### src/rtl/cache_arbiter_pkg.sv
// +----------------------------------------------------------------------------+
// | arbiter_types: state and grant encodings shared by the cache arbiter.       |
// | Rev 1.0                                                                      |
// +----------------------------------------------------------------------------+
`default_nettype none

package arbiter_types;

    typedef enum logic [1:0] {
        IDLE    = 2'd0,
        SERVE_I = 2'd1,
        SERVE_D = 2'd2
    } state_e;

    typedef enum logic {
        GRANT_I = 1'b0,
        GRANT_D = 1'b1
    } grant_e;

endpackage

`default_nettype wire

### src/rtl/cache_arbiter_if.sv
// +----------------------------------------------------------------------------+
// | cache_arbiter_if: I-cache, D-cache and physical-memory signals of the        |
// | arbiter. master = arbiter view, slave = environment view.  Rev 1.0          |
// +----------------------------------------------------------------------------+
`default_nettype none

interface cache_arbiter_if #(
    parameter int LINE_W = 256,
    parameter int ADDR_W = 32
);
    logic              i_read;
    logic [ADDR_W-1:0] i_address;
    logic [LINE_W-1:0] i_rdata;
    logic              i_resp;

    logic              d_read;
    logic              d_write;
    logic [ADDR_W-1:0] d_address;
    logic [LINE_W-1:0] d_wdata;
    logic [LINE_W-1:0] d_rdata;
    logic              d_resp;

    logic              pmem_read;
    logic              pmem_write;
    logic [ADDR_W-1:0] pmem_address;
    logic [LINE_W-1:0] pmem_wdata;
    logic [LINE_W-1:0] pmem_rdata;
    logic              pmem_resp;

    modport master (
        input  i_read, i_address, d_read, d_write, d_address, d_wdata,
               pmem_rdata, pmem_resp,
        output i_rdata, i_resp, d_rdata, d_resp,
               pmem_read, pmem_write, pmem_address, pmem_wdata
    );

    modport slave (
        output i_read, i_address, d_read, d_write, d_address, d_wdata,
               pmem_rdata, pmem_resp,
        input  i_rdata, i_resp, d_rdata, d_resp,
               pmem_read, pmem_write, pmem_address, pmem_wdata
    );

endinterface

`default_nettype wire

### src/rtl/cache_arbiter.sv
// +----------------------------------------------------------------------------+
// | cache_arbiter: round-robin arbiter sharing one physical memory port         |
// | between the I-cache and D-cache.  Rev 1.0                                    |
// +----------------------------------------------------------------------------+
`default_nettype none

module cache_arbiter
    import arbiter_types::*;
#(
    parameter int LINE_W = 256,
    parameter int ADDR_W = 32
) (
    input  wire              clk,
    input  wire              reset,
    cache_arbiter_if.master  bus
);

    state_e state_q, state_d;
    grant_e last_grant_q, last_grant_d;

    logic              w_pmem_read;
    logic              w_pmem_write;
    logic [ADDR_W-1:0] w_pmem_address;
    logic [LINE_W-1:0] w_pmem_wdata;
    logic              w_i_resp;
    logic              w_d_resp;
    logic              w_d_req;

    assign w_d_req = bus.d_read | bus.d_write;

    always_ff @(posedge clk) begin
        if (reset) begin
            state_q      <= IDLE;
            last_grant_q <= GRANT_I;
        end else begin
            state_q      <= state_d;
            last_grant_q <= last_grant_d;
        end
    end

    always_comb begin
        state_d        = state_q;
        last_grant_d   = last_grant_q;
        w_pmem_read    = 1'b0;
        w_pmem_write   = 1'b0;
        w_pmem_address = '0;
        w_pmem_wdata   = bus.d_wdata;
        w_i_resp       = 1'b0;
        w_d_resp       = 1'b0;

        case (state_q)
            IDLE: begin
                // Under contention the side that did not win last time goes next.
                if (bus.i_read && w_d_req) begin
                    if (last_grant_q == GRANT_I) begin
                        state_d      = SERVE_D;
                        last_grant_d = GRANT_D;
                    end else begin
                        state_d      = SERVE_I;
                        last_grant_d = GRANT_I;
                    end
                end else if (bus.i_read) begin
                    state_d      = SERVE_I;
                    last_grant_d = GRANT_I;
                end else if (w_d_req) begin
                    state_d      = SERVE_D;
                    last_grant_d = GRANT_D;
                end
            end

            SERVE_I: begin
                w_pmem_read    = bus.i_read;
                w_pmem_address = bus.i_address;
                w_i_resp       = bus.pmem_resp;
                if (bus.pmem_resp) begin
                    state_d = IDLE;
                end
            end

            SERVE_D: begin
                // A simultaneous read and write is illegal; the write takes priority.
                w_pmem_read    = bus.d_read & ~bus.d_write;
                w_pmem_write   = bus.d_write;
                w_pmem_address = bus.d_address;
                w_d_resp       = bus.pmem_resp;
                if (bus.pmem_resp) begin
                    state_d = IDLE;
                end
            end

            default: begin
                state_d = IDLE;
            end
        endcase
    end

    assign bus.pmem_read    = w_pmem_read;
    assign bus.pmem_write   = w_pmem_write;
    assign bus.pmem_address = w_pmem_address;
    assign bus.pmem_wdata   = w_pmem_wdata;
    assign bus.i_resp       = w_i_resp;
    assign bus.d_resp       = w_d_resp;
    assign bus.i_rdata      = bus.pmem_rdata;
    assign bus.d_rdata      = bus.pmem_rdata;

endmodule

`default_nettype wire

### src/flat_wrapper.sv
// flat-port wrapper written by rule: the top's interface ports become plain ports
module cache_arbiter_flat import arbiter_types::*;
#(
    parameter int LINE_W = 256,
    parameter int ADDR_W = 32
)
  (clk, reset, bus_i_read, bus_i_address, bus_d_read, bus_d_write, bus_d_address, bus_d_wdata, bus_pmem_rdata, bus_pmem_resp, bus_i_rdata, bus_i_resp, bus_d_rdata, bus_d_resp, bus_pmem_read, bus_pmem_write, bus_pmem_address, bus_pmem_wdata);
  cache_arbiter_if #(.LINE_W(LINE_W), .ADDR_W(ADDR_W)) bus_i ();
  input  wire clk;
  input  wire reset;
  input wire logic [$bits(bus_i.i_read)-1:0] bus_i_read;
  input wire logic [$bits(bus_i.i_address)-1:0] bus_i_address;
  input wire logic [$bits(bus_i.d_read)-1:0] bus_d_read;
  input wire logic [$bits(bus_i.d_write)-1:0] bus_d_write;
  input wire logic [$bits(bus_i.d_address)-1:0] bus_d_address;
  input wire logic [$bits(bus_i.d_wdata)-1:0] bus_d_wdata;
  input wire logic [$bits(bus_i.pmem_rdata)-1:0] bus_pmem_rdata;
  input wire logic [$bits(bus_i.pmem_resp)-1:0] bus_pmem_resp;
  output wire logic [$bits(bus_i.i_rdata)-1:0] bus_i_rdata;
  output wire logic [$bits(bus_i.i_resp)-1:0] bus_i_resp;
  output wire logic [$bits(bus_i.d_rdata)-1:0] bus_d_rdata;
  output wire logic [$bits(bus_i.d_resp)-1:0] bus_d_resp;
  output wire logic [$bits(bus_i.pmem_read)-1:0] bus_pmem_read;
  output wire logic [$bits(bus_i.pmem_write)-1:0] bus_pmem_write;
  output wire logic [$bits(bus_i.pmem_address)-1:0] bus_pmem_address;
  output wire logic [$bits(bus_i.pmem_wdata)-1:0] bus_pmem_wdata;
  assign bus_i.i_read = bus_i_read;
  assign bus_i.i_address = bus_i_address;
  assign bus_i.d_read = bus_d_read;
  assign bus_i.d_write = bus_d_write;
  assign bus_i.d_address = bus_d_address;
  assign bus_i.d_wdata = bus_d_wdata;
  assign bus_i.pmem_rdata = bus_pmem_rdata;
  assign bus_i.pmem_resp = bus_pmem_resp;
  assign bus_i_rdata = bus_i.i_rdata;
  assign bus_i_resp = bus_i.i_resp;
  assign bus_d_rdata = bus_i.d_rdata;
  assign bus_d_resp = bus_i.d_resp;
  assign bus_pmem_read = bus_i.pmem_read;
  assign bus_pmem_write = bus_i.pmem_write;
  assign bus_pmem_address = bus_i.pmem_address;
  assign bus_pmem_wdata = bus_i.pmem_wdata;
  cache_arbiter #(.LINE_W(LINE_W), .ADDR_W(ADDR_W)) u_core (.clk(clk), .reset(reset), .bus(bus_i));
endmodule
### config.mk
export PLATFORM = sky130hd
export DESIGN_NAME = cache_arbiter_flat
export DESIGN_NICKNAME = d
export VERILOG_FILES = /design/src/rtl/cache_arbiter_pkg.sv /design/src/rtl/cache_arbiter_if.sv /design/src/rtl/cache_arbiter.sv /design/src/flat_wrapper.sv
export SDC_FILE = /design/constraint.sdc
export NUM_CORES = 1
export LEC_CHECK = 0
export ABC_AREA = 1
export CORE_AREA = 2 2 540 542
export CTS_CLUSTER_DIAMETER = 60
export DETAILED_ROUTE_END_ITERATION = 10
export DIE_AREA = 0 0 542 544
export PLACE_DENSITY = 0.31
export SLEW_MARGIN = 40
export SYNTH_ARGS = -nofsm -noshare
export SYNTH_HDL_FRONTEND = slang
export SYNTH_SLANG_ARGS = --single-unit
### constraint.sdc
create_clock -name clk -period 1.6 [get_ports clk]
set_clock_uncertainty 0.05 [all_clocks]
set_input_delay 0.32 -clock clk [delete_from_list [all_inputs] [get_ports clk]]
set_output_delay 0.32 -clock clk [all_outputs]
set_load 0.005 [all_outputs]
==> Yosys cells after proc, flatten, opt, wreduce, memory -nomap -nowiden <==
Cells that the tools add are included.
{ "word_totals": {"latchBits": 0, "inputBits": 582, "out_inout_bits": 804, "ff_bits": 3, "rom_bits": 0, "wordCells": 30, "ram_bits": 0, "mem_count": 0} }
{ "op_classes": {"div_mod_pow": 0, "reduce_logical": 6, "mux": 15, "mul": 0, "add_sub_neg": 0, "n_eq_ne": 4, "shifts": 0, "bitwise": 3, "order_cmp": 0} }
{ "ops": {"columns": ["operator", "n"], "rows": [
  ["$pmux W32 S2", 1],
  ["$mux W2", 5],
  ["$mux W1", 7],
  ["$ne A4 B2 Y1 const B", 1],
  ["$pmux W2 S2", 1],
  ["$reduce_and A2 Y1", 2],
  ["$reduce_bool A3 Y1", 1],
  ["$eq A2 B1 Y1 const B", 1],
  ["$eq A2 B2 Y1 const B", 1],
  ["$logic_not A2 Y1", 1],
  ["$ne A2 B1 Y1 const B", 1],
  ["$pmux W1 S2", 1],
  ["$reduce_or A2 Y1", 1],
  ["$and A1 B1 Y1", 1],
  ["$logic_and A1 B1 Y1", 1],
  ["$not A1 Y1", 1],
  ["$or A1 B1 Y1", 1]
]} }

==> Depth between registers and ports, before layout <==
{ "depth": {"depth_word": 5, "depth_mapped": 6, "ltp_nobuf": 6} }

==> Worst setup path after synthesis <==
OpenSTA, ideal clock, no wires.
{ "synth_path": {"path_kind": "reg-to-output", "from": "register u_core.state_q[0]", "to": "output port bus_pmem_address[0]", "stages_incl_launch_ff": 6, "path_slack_ns": 0.187, "arrival_time_ns": 1.043, "cell_sequence": "dfxtp_1 inv_1 ha_1 inv_1 buf_2 a21oi_1"} }
{ "synth_via": {"elab_chain_len": 2, "elab_cells_between_ends": 3, "cone_classes": "2 x eq/ne; 1 x mux"} }
{ "synth_rtl": {"columns": ["element", "line", "source"], "rows": [
  ["start: declaration", "cache_arbiter.sv:18", "state_e state_q, state_d;"],
  ["start signal: assignment", "cache_arbiter.sv:36", "state_q <= state_d;"],
  ["$eq A2 B2 Y1 or $eq A2 B1 Y1 (tied branches)", "cache_arbiter.sv:51", "case (state_q)"],
  ["$pmux W32 S2 *", "cache_arbiter.sv:51", null],
  ["end: declaration", "flat_wrapper.sv:25", "output wire logic [$bits(bus_i.pmem_address)-1:0] bus_pmem_address;"]
]} }
Mark *: on every way between the ends. The rest lies on a longest branch, timed or not.

==> Worst setup path after layout <==
{ "layout_path": {"from": "register u_core.state_q[0]", "to": "output port bus_pmem_address[11]"} }
The elaborated chain is that of the path after synthesis.

==> flow_summary_export.csv <==
group,metric,value,unit
outcome,status,"finished, violations left",
outcome,violations,"setup timing",
timing,period_needed,1.92,ns
clock_tree,path_clk_slew,0.03,ns
drt,drt_wl_total,156000,um
power_and_ir_drop,power_density,304,nW/um^2
drt,via_count,3368,
die,fp-row-count,198,
finish,diodes,0,
yosys,ys_ff_latch,3,
drt,drc,0,
timing,tightest_slew,0.358,ns
yosys,synth_cells,913,
drt,drt_iter0_markers,201,
worst_setup_path,critPathBufInv,4,
min_path,hold_start,"u_core.last_grant_q$_SDFFE_PP0P_",
timing,grt_setup_unrepaired,"yes",
worst_setup_path,worst_path_largest_cell_delay,0.35,ns
finish,drive_above_1_share,59.2,%
yosys,yosysSeqAreaShare,0.924,%
yosys,synth_compound_area_share,3.02,%
timing,fin_ws,-0.323,ns
yosys,synth-simple-area-share,4.87,%
worst_setup_path,cp-start-kind,"flop",
timing,timing.hold.ws,0.457,ns
global_routing,grt_overflow,0,
timing,max_slew_margin,76.2,%
min_path,hold_end,"u_core.last_grant_q$_SDFFE_PP0P_",
placement,io_buffers,105,
job,maxCapViolations,0,
drt,firstDrtPassIters,4,
finish,area_growth,22.3,%
worst_setup_path,required,1.23,ns
worst_setup_path,r2r_cells,6,
clock_tree,cts_sinks,3,
timing,timing.final.crit_share,120,%
yosys,synth_cell_types,17,
yosys,yosysWarnings,0,
yosys,synthAdderAreaFrac,0.577,%
min_path,min_path_cells,2,
worst_setup_path,critical_path_class,"reg2out",
global_routing,antenna_found_initial,21,
worst_setup_path,worstSetupEndpointType,"output pin",
timing,hold_viol_final,0,
die,start_util,2.25,%
global_routing,grt_pass1_wl,164000,um
worst_setup_path,cp_common_cell,"buf_12",
worst_setup_path,cp_max_fo,6,
yosys,syn_area_per_cell,7.12,sq um
die,core_area,289000,sq um
worst_setup_path,crit_slowest_cell,"dfxtp_4",
worst_setup_path,r2r-end,"u_core.state_q[1]$_SDFFE_PP0P_",
timing,drv_slew,0,
power_and_ir_drop,power_leakage,1.27,nW
yosys,syn_nets,1498,
timing,finalSetupTns,-9.57,ns
die,die_height,544,um
worst_setup_path,r2r_setup_slack,0.36,ns
yosys,synthMuxAreaShare,0,%
worst_setup_path,timing.critical_path.arrival,1.55,ns
clock_tree,hold_buffers,0,
clock_tree,clockBufferDepth,2,
yosys,synth_top_family_by_area,"buffers and inverters",
placement,dp_hpwl,150000,um
min_path,min_path_type,"reg2reg",
global_routing,grt.total_usage,10.0,%
clock_tree,htree_levels,1,
timing,fmax,0.520,GHz
drt,viasPerCell,0.828,
die,ioPinCount,1386,
worst_setup_path,r2r_start,"u_core.state_q[1]$_SDFFE_PP0P_",
clock_tree,cts_tree,"built",
global_routing,grt_max_degree,18,
drt,wire_per_inst,38.2,um
drt,drt.antenna.violating_nets,0,
timing,setup_viol,36,
global_routing,grt_pass1_vias,3425,
placement,gp_congestion,0.685,
clock_tree,root_buffer,"clkbuf_16",
finish,final_nets,853,
yosys,netlist_area,6500,sq um
yosys,synthXorXnorAreaFrac,0,%
die,die_x,542,um
worst_setup_path,path_cells,"inv_4 > ha_4 > buf_12 > buf_16 > nand2_4 > a21oi_4 > buf_12",
clock_tree,clk_latency,0.23,ns
power_and_ir_drop,ir_drop,0.000177,V
worst_setup_path,cpLargestDelayFamily,"buffers and inverters",
clock_tree,cts_made_buffers,3,
die,die_area,295000,sq um
==> routing by layer <==
metal / up-vias / wire length (um) / part of all wire [%] / global-route usage (%)
met5: - / 607 / 0.39 / 1.41
met4: 14 / 8470 / 5.4 / 4.53
met3: 361 / 68700 / 44 / 20.9
met2: 1275 / 63500 / 41 / 14.5
met1: 1003 / 14200 / 9.2 / 2.55
li1: 715 / - / - / -
==> per-stage QoR <==
stage	util (%)	power (mW)	setup slack [ns]	cells	instance area (sq um)
global placement	2.41	1.37	-0.330	4052	6970
CTS	2.69	2.31	-0.312	4069	7780
global route	2.75	2.54	-0.361	4067	7950
floorplan	-	1.95	0.187	913	6500
detailed placement	2.41	1.38	-0.378	4052	6970
finish	2.75	2.42	-0.323	4067	7950
==> report_power, final <==
group          internal (mW)  switching (mW)  total (mW)
Sequential            0.0893          0.0161       0.105
Clock                  0.330          0.0784       0.408
Combinational          0.887            1.02        1.90
==> Yosys cell counts <==
library cell | n | share of area (%)
nand4_1 | 1 | 0.096
buf_4 | 773 | 89
a21oi_2 | 3 | 0.40
inv_1 | 9 | 0.52
dfxtp_1 | 3 | 0.92
nor3_1 | 1 | 0.077
o21ai_1 | 1 | 0.077
nor2_2 | 1 | 0.096
nand3_1 | 2 | 0.15
inv_2 | 1 | 0.058
nand3b_1 | 1 | 0.12
nand2_1 | 73 | 4.2
buf_6 | 3 | 0.52
nor2_1 | 2 | 0.12
ha_1 | 3 | 0.58
buf_2 | 3 | 0.23
a21oi_1 | 33 | 2.5
==> tightest hold or removal path: stages (launching register included) <==
cell and delay [ns]:
dfxtp_1 0.31, nor2_1 0.10, nor3_1 0.05
==> cells in the final DEF, fill, tap and decap left out, drive strengths merged <==
cell type and instances:
nand2 73, nand3b 1, clkbuf 6, nor3 1, nand3 2, nor2 3, nand4 1, buf 57
o21ai 1, ha 3, inv 10, clkdlybuf4s50 68, dlygate4sd2 2, dfxtp 3, a21oi 36
==> flip-flops by register name, summed over array words and instances (netlist names) <==
signal / flops
u_core.state_q: 2
u_core.last_grant_q: 1
==> logic make-up after synthesis <==
group	Yosys count
AO/OA/AOI/OAI	37
adder cells (fa/ha/maj)	3
buffers and inverters	789
flip-flops	3
AND/OR/NAND/NOR	81
==> area by class of cell <==
cell class / count / area, sq um
Clock buffer: 4 / 78.8
Tap cell: 3800 / 4750
Sequential cell: 3 / 67.6
Multi-Input combinational cell: 121 / 1200
Inverter: 10 / 50.0
Fill cell: 34496 / 281000
Timing Repair Buffer: 129 / 1800
==> timing repair <==
item | 4_1_cts | 5_1_grt
gates resized for setup | 132 | 44
pin swaps | 32 | 16
cloned | 5 | 2
setup buffers | 9 | 0
hold endpoints to repair | 0 | 0
setup endpoints to repair | 38 | 36
==> worst max-delay path by stage <==
stage,from,endpoint,cells past startpoint
after floorplan,u_core.state_q[0]$_SDFFE_PP0P_,bus_pmem_address[0],5
after global placement,bus_d_write,bus_pmem_read,5
after detailed placement,u_core.state_q[1]$_SDFFE_PP0P_,bus_pmem_address[5],6
after CTS,u_core.state_q[1]$_SDFFE_PP0P_,bus_pmem_address[24],8
after global routing,u_core.state_q[0]$_SDFFE_PP0P_,bus_pmem_address[26],6
final,u_core.state_q[0]$_SDFFE_PP0P_,bus_pmem_address[11],7
No activity file was read; power rests on OpenSTA's default activity.
